$ cat config.mk
export PLATFORM = sky130hd
export DESIGN_NAME = frame_header_gen
export DESIGN_NICKNAME = d
export VERILOG_FILES = /design/src/rtl/frame_header_gen.sv
export SDC_FILE = /design/constraint.sdc
export NUM_CORES = 2
export LEC_CHECK = 0
export ABC_CLOCK_PERIOD_IN_PS = 3960
export CELL_PAD_IN_SITES_DETAIL_PLACEMENT = 1
export CELL_PAD_IN_SITES_GLOBAL_PLACEMENT = 1
export CORE_AREA = 4 4 477 479
export DETAILED_ROUTE_END_ITERATION = 8
export DIE_AREA = 0 0 481 483
export PLACE_DENSITY_LB_ADDON = 0.1
export SLEW_MARGIN = 20
export SYNTH_ARGS = -nofsm -noshare
export SYNTH_HDL_FRONTEND = slang
export SYNTH_SLANG_ARGS = --single-unit
$ cat constraint.sdc
create_clock -name clock -period 3.96 [get_ports clock]
set_input_delay 0.792 -clock clock [delete_from_list [all_inputs] [get_ports clock]]
set_output_delay 0.792 -clock clock [all_outputs]
set_load 0.05 [all_outputs]
$ cat src/rtl/frame_header_gen.sv
// frame_header_gen: emits the ProRes frame-container prefix, the frame header and
// the optional luma/chroma quantisation matrices as (value, bit-length) beats
// towards the bit packer under a valid/ready handshake.
module frame_header_gen #(
  parameter int          VAL_W             = 64,
  parameter int          COEF_PER_BEAT     = 1,
  parameter logic [31:0] ENCODER_ID        = 32'h4c617663,
  parameter logic [7:0]  BITSTREAM_VERSION = 8'h00,
  parameter bit          FLUSH_AT_END      = 1'b1
) (
  input  logic             clock,
  input  logic             reset_n,
  input  logic             start,
  input  logic [15:0]      horizontal,
  input  logic [15:0]      vertical,
  input  logic [1:0]       chroma_format,
  input  logic [1:0]       interlace_mode,
  input  logic [3:0]       aspect_ratio_information,
  input  logic [3:0]       frame_rate_code,
  input  logic [3:0]       alpha_channel_type,
  input  logic [7:0]       color_primaries,
  input  logic [7:0]       transfer_characteristic,
  input  logic [7:0]       matrix_coefficients,
  input  logic             load_luma_qmat,
  input  logic             load_chroma_qmat,
  input  logic [511:0]     y_qmat,
  input  logic [511:0]     c_qmat,
  output logic             busy,
  output logic             output_enable,
  input  logic             out_ready,
  output logic [VAL_W-1:0] val,
  output logic [VAL_W-1:0] size_of_bit,
  output logic             flush_bit,
  output logic             done
);

  localparam int         BEATS_PER_MAT  = 64 / COEF_PER_BEAT;
  localparam int         MAT_BITS       = 8 * COEF_PER_BEAT;
  localparam logic [5:0] LAST_FIELD_IDX = 6'd22;
  localparam logic [5:0] LAST_MAT_IDX   = 6'(BEATS_PER_MAT - 1);

  typedef enum logic [2:0] {IDLE, FIELDS, LUMA, CHROMA, DONE} state_t;

  typedef struct packed {
    logic [15:0]  horizontal;
    logic [15:0]  vertical;
    logic [1:0]   chromaFormat;
    logic [1:0]   interlaceMode;
    logic [3:0]   aspectRatio;
    logic [3:0]   frameRateCode;
    logic [3:0]   alphaChannelType;
    logic [7:0]   colorPrimaries;
    logic [7:0]   transferChar;
    logic [7:0]   matrixCoef;
    logic         loadLuma;
    logic         loadChroma;
    logic [511:0] yQmat;
    logic [511:0] cQmat;
  } params_t;

  state_t              state_q, state_d;
  logic [5:0]          beatIdx_q, beatIdx_d;
  params_t             params_q, params_d;

  logic                beatValid;
  logic                beatAccept;
  logic                lastMatBeat;
  logic [15:0]         headerSize;
  logic [31:0]         fieldVal;
  logic [6:0]          fieldLen;
  logic [511:0]        curMat;
  logic [MAT_BITS-1:0] matWord;

  assign beatValid   = (state_q == FIELDS) || (state_q == LUMA) || (state_q == CHROMA);
  assign beatAccept  = beatValid && out_ready;
  assign lastMatBeat = (beatIdx_q == LAST_MAT_IDX);
  assign headerSize  = 16'd20 + (params_q.loadLuma ? 16'd64 : 16'd0)
                              + (params_q.loadChroma ? 16'd64 : 16'd0);
  assign curMat      = (state_q == CHROMA) ? params_q.cQmat : params_q.yQmat;

  // Sequencer: latch parameters on start, advance the beat index on each accepted beat.
  always_comb begin
    state_d   = state_q;
    beatIdx_d = beatIdx_q;
    params_d  = params_q;
    unique case (state_q)
      IDLE: begin
        if (start) begin
          params_d.horizontal       = horizontal;
          params_d.vertical         = vertical;
          params_d.chromaFormat     = chroma_format;
          params_d.interlaceMode    = interlace_mode;
          params_d.aspectRatio      = aspect_ratio_information;
          params_d.frameRateCode    = frame_rate_code;
          params_d.alphaChannelType = alpha_channel_type;
          params_d.colorPrimaries   = color_primaries;
          params_d.transferChar     = transfer_characteristic;
          params_d.matrixCoef       = matrix_coefficients;
          params_d.loadLuma         = load_luma_qmat;
          params_d.loadChroma       = load_chroma_qmat;
          params_d.yQmat            = y_qmat;
          params_d.cQmat            = c_qmat;
          beatIdx_d                 = '0;
          state_d                   = FIELDS;
        end
      end
      FIELDS: begin
        if (beatAccept) begin
          if (beatIdx_q == LAST_FIELD_IDX) begin
            beatIdx_d = '0;
            if (params_q.loadLuma)        state_d = LUMA;
            else if (params_q.loadChroma) state_d = CHROMA;
            else                          state_d = DONE;
          end else begin
            beatIdx_d = beatIdx_q + 6'd1;
          end
        end
      end
      LUMA: begin
        if (beatAccept) begin
          if (lastMatBeat) begin
            beatIdx_d = '0;
            state_d   = params_q.loadChroma ? CHROMA : DONE;
          end else begin
            beatIdx_d = beatIdx_q + 6'd1;
          end
        end
      end
      CHROMA: begin
        if (beatAccept) begin
          if (lastMatBeat) begin
            beatIdx_d = '0;
            state_d   = DONE;
          end else begin
            beatIdx_d = beatIdx_q + 6'd1;
          end
        end
      end
      DONE: begin
        state_d = IDLE;
      end
      default: begin
        state_d = IDLE;
      end
    endcase
  end

  // Header field table: value and bit length of each of the 23 fixed beats.
  always_comb begin
    fieldVal = '0;
    fieldLen = '0;
    case (beatIdx_q)
      6'd0:  begin fieldVal = 32'h0;                               fieldLen = 7'd32; end
      6'd1:  begin fieldVal = 32'h69637066;                        fieldLen = 7'd32; end
      6'd2:  begin fieldVal = 32'(headerSize);                     fieldLen = 7'd16; end
      6'd3:  begin fieldVal = 32'h0;                               fieldLen = 7'd8;  end
      6'd4:  begin fieldVal = 32'(BITSTREAM_VERSION);              fieldLen = 7'd8;  end
      6'd5:  begin fieldVal = ENCODER_ID;                          fieldLen = 7'd32; end
      6'd6:  begin fieldVal = 32'(params_q.horizontal);            fieldLen = 7'd16; end
      6'd7:  begin fieldVal = 32'(params_q.vertical);              fieldLen = 7'd16; end
      6'd8:  begin fieldVal = 32'(params_q.chromaFormat);          fieldLen = 7'd2;  end
      6'd9:  begin fieldVal = 32'h0;                               fieldLen = 7'd2;  end
      6'd10: begin fieldVal = 32'(params_q.interlaceMode);         fieldLen = 7'd2;  end
      6'd11: begin fieldVal = 32'h0;                               fieldLen = 7'd2;  end
      6'd12: begin fieldVal = 32'(params_q.aspectRatio);           fieldLen = 7'd4;  end
      6'd13: begin fieldVal = 32'(params_q.frameRateCode);         fieldLen = 7'd4;  end
      6'd14: begin fieldVal = 32'(params_q.colorPrimaries);        fieldLen = 7'd8;  end
      6'd15: begin fieldVal = 32'(params_q.transferChar);          fieldLen = 7'd8;  end
      6'd16: begin fieldVal = 32'(params_q.matrixCoef);            fieldLen = 7'd8;  end
      6'd17: begin fieldVal = 32'h4;                               fieldLen = 7'd4;  end
      6'd18: begin fieldVal = 32'(params_q.alphaChannelType);      fieldLen = 7'd4;  end
      6'd19: begin fieldVal = 32'h0;                               fieldLen = 7'd8;  end
      6'd20: begin fieldVal = 32'h0;                               fieldLen = 7'd6;  end
      6'd21: begin fieldVal = 32'(params_q.loadLuma);              fieldLen = 7'd1;  end
      6'd22: begin fieldVal = 32'(params_q.loadChroma);            fieldLen = 7'd1;  end
      default: begin fieldVal = 32'h0;                             fieldLen = 7'd0;  end
    endcase
  end

  // Matrix beat packing: lowest coefficient index lands in the most-significant byte.
  always_comb begin
    matWord = '0;
    for (int i = 0; i < COEF_PER_BEAT; i++) begin
      matWord      = matWord << 8;
      matWord[7:0] = curMat[{6'(int'(beatIdx_q) * COEF_PER_BEAT + i), 3'b000} +: 8];
    end
  end

  // Output drive: beat data only while a header beat is offered, zero otherwise.
  always_comb begin
    busy          = (state_q != IDLE);
    done          = (state_q == DONE);
    output_enable = beatValid;
    val           = '0;
    size_of_bit   = '0;
    flush_bit     = 1'b0;
    if (state_q == FIELDS) begin
      val[31:0]        = fieldVal;
      size_of_bit[6:0] = fieldLen;
      flush_bit        = FLUSH_AT_END && (beatIdx_q == LAST_FIELD_IDX)
                         && !params_q.loadLuma && !params_q.loadChroma;
    end else if ((state_q == LUMA) || (state_q == CHROMA)) begin
      val[MAT_BITS-1:0] = matWord;
      size_of_bit[6:0]  = 7'(MAT_BITS);
      flush_bit         = FLUSH_AT_END && lastMatBeat
                          && ((state_q == CHROMA) || !params_q.loadChroma);
    end
  end

  // State, beat index and latched picture parameters; async reset aborts any header.
  always_ff @(posedge clock or negedge reset_n) begin
    if (!reset_n) begin
      state_q   <= IDLE;
      beatIdx_q <= '0;
      params_q  <= '0;
    end else begin
      state_q   <= state_d;
      beatIdx_q <= beatIdx_d;
      params_q  <= params_d;
    end
  end

endmodule
==> run summary <==
Drt drc -> 0
Setup TNS -> -11.80 ns
DPL Wire Length -> 208 mm
Max Clock Skew -> 0.0372 ns
Pre-CTS setup slack -> -0.748 ns
CTS Buf Count -> 148
Via density -> 4.63
Yosys warns -> 0
Cell area after synthesis -> 0.0513 mm2
Maximum VDD drop -> 0.383 mV
Vias -> 37175
First DRT Iteration DRCs -> 1899
DP Area -> 0.0672 mm2
Endpoints failing setup -> 24
Min Tclk post-route -> 4.68 ns
Worst skew pair latency -> 0.81 ns
Max Used Layer -> met5
Wire length per cell -> 33.4 um
CP max FO -> 11
Synth top area share -> 0.540
RSZ-0062 raised after global routing -> true
Core region area -> 0.224 mm2
I/O pins -> 1234
Netlist cell types -> 80
Synthesized instance count -> 3540
Reg clk slew, reported paths -> 0.05 ns
WS Path Type -> reg2out
WL final -> 268 mm
Post-synthesis register bit count -> 1107
DP Cell Count -> 7638
M1 WL -> 110 mm
Largest net degree at the start of global routing -> 120
Metal3 WL -> 15.5 mm
Ys flop type -> dfrtp_1
Worst setup margin -> -0.721 ns
Seq. cell area -> 0.0277 mm2
CTS tree -> done
Most frequent cells in the layout -> dfrtp_1, clkdlybuf4s50_1, mux2_2
Slew Limit Fails -> 0
Nets -> 5977
Sequential element share of the synthesized area -> 0.540
Filler cells -> 23413
Asr flop ratio synth -> 1.00
Startpoint types -> flop
First-pass DRT Iterations -> 5
Top cells by area, synth -> dfrtp_1, mux2_2, mux4_2
Failing checks -> setup timing
Final instance area -> 0.0745 mm2
Max Cap Viol -> 0
Slew @ Worst Pin -> 0.910 ns
Clk root buf -> clkbuf_16
Hold crit path type -> in2async
Lkg Pwr -> 29.8 nW
Req. time, crit path -> 3.17 ns
Fin cells -> 8021
IO buf count -> 1136
Syn Area/Cell -> 14.5 um2
Rel. slew slack -> 0.388
Design Power -> 59.3 mW
Outcome -> finished, violations left
RePlAce Congestion -> 0.811
First-pass GRT wire length -> 357 mm
Starting Density -> 0.230
FMAX -> 214 MHz
Fin. Hold Viols -> 0
Area Overhead vs Synth -> 45.2%
CTS Buffer Depth -> 3
Die width -> 481 um
Overflow after GRT -> 0
Initial antenna violation count -> 191
CTS Sinks -> 1107
Met2 WL -> 136 mm
Number of global-route vias before repair -> 40120
Share of layout cells above drive strength 1 -> 0.399
DIE HEIGHT -> 483 um
Antenna viol nets, final -> 0
Capturing element type of the critical path -> primary output
Multi-input logic area -> 0.0228 mm2
Yosys top cell by area -> dfrtp_1
Arrival time worst endpoint -> 3.89 ns
Post-synth EDFFs -> 0
Final period utilization -> 1.18
Die area -> 0.232 mm2
GRT Total Usage -> 0.224
H-tree levels -> 4
Std cell rows -> 174
Pwr Density -> 796 mW/mm2
==> report_power, final <==
group / internal, mW / switching [mW] / leakage (nW) / total [mW]
clock network: 8.23 / 5.63 / 2.43 / 13.9
registers: 17.2 / 3.76 / 13.1 / 21.0
logic: 13.3 / 11.3 / 14.3 / 24.5
==> final cells by class <==
type                       instances  share of cell area
multi-input combinational       2157               0.306
inverter                          14            0.000705
clock buffer                     226              0.0592
clock inverter                    40             0.00761
antenna                           47             0.00158
sequential                      1107               0.372
tap                             2992              0.0502
timing repair buffer            1438               0.203
==> worst paths after layout <==
| check | from | to | slack (ns) | cells past startpoint |
|---|---|---|---|---|
| hold / removal | reset_n | params_q[1077] | 0.50 | 2 |
| setup / recovery | state_q[2] | val[7] | -0.72 | 10 |
| min in group clock | params_q[846] | params_q[846] | 0.50 | 1 |
| setup reg to reg | beatIdx_q[0] | beatIdx_q[0] | 0.67 | 11 |
| hold reg to reg | params_q[846] | params_q[846] | 0.50 | 1 |
| max in group asynchronous | reset_n | params_q[440] | 1.97 | 3 |
==> synthesized netlist by cell type (10+ instances only) <==
cell type	number
o22ai_1	59
o21ai_1	14
a22oi_1	20
clkbuf_1	52
nand3_1	37
nand2_1	74
a31oi_1	46
nor2_1	110
buf_4	109
nor4_1	16
dfrtp_1	1107
a21oi_1	36
mux2i_1	60
buf_2	162
buf_6	18
and3_1	18
or4_1	11
mux2_2	1092
nand2b_1	11
nor3_1	14
mux4_2	183
or3_1	10
o21ai_0	71
inv_1	14
o211ai_1	21
==> sequential cells by signal, indices dropped and copies added, names as in the netlist <==
register,count
beatIdx_q,6
params_q,1098
state_q,3
==> logic make-up after synthesis <==
family | synth area share
AND/OR/NAND/NOR | 0.0314
adder cells (fa/ha/maj) | 0.00219
flip-flops | 0.540
multiplexers | 0.332
buffers and inverters | 0.0445
AO/OA/AOI/OAI | 0.0506
other | 0.0000731
==> metrics by stage <==
stage	hold slack (ns)	utilization
after floorplan	0.473	-
after global placement	0.483	0.301
after detailed placement	0.489	0.301
after CTS	0.464	0.329
after global routing	0.492	0.333
final	0.495	0.333
==> repair_timing <==
item,in CTS,in global routing
hold buffers,1,0
pin swaps,28,54
setup endpoints to repair,26,26
hold endpoints to repair,22,0
setup buffers,18,42
cloned,12,4
gates resized for setup,170,87
==> layer usage <==
metal | up-vias | GRT usage
li1 | 15784 | -
met1 | 19636 | 0.275
met2 | 1243 | 0.397
met3 | 436 | 0.0567
met4 | 76 | 0.0422
met5 | - | 0
==> worst max-delay path, stage by stage (launching register included) <==
cell and delay (ns):
dfrtp_1 0.38, nand3b_4 0.23, buf_12 0.20, bufbuf_16 0.31, mux4_2 0.36, o22ai_1 0.11, or4_4 0.63, o211ai_1 0.36
buf_4 0.19, a31o_4 0.16, buf_12 0.15
(Power assumes the default switching activity.)
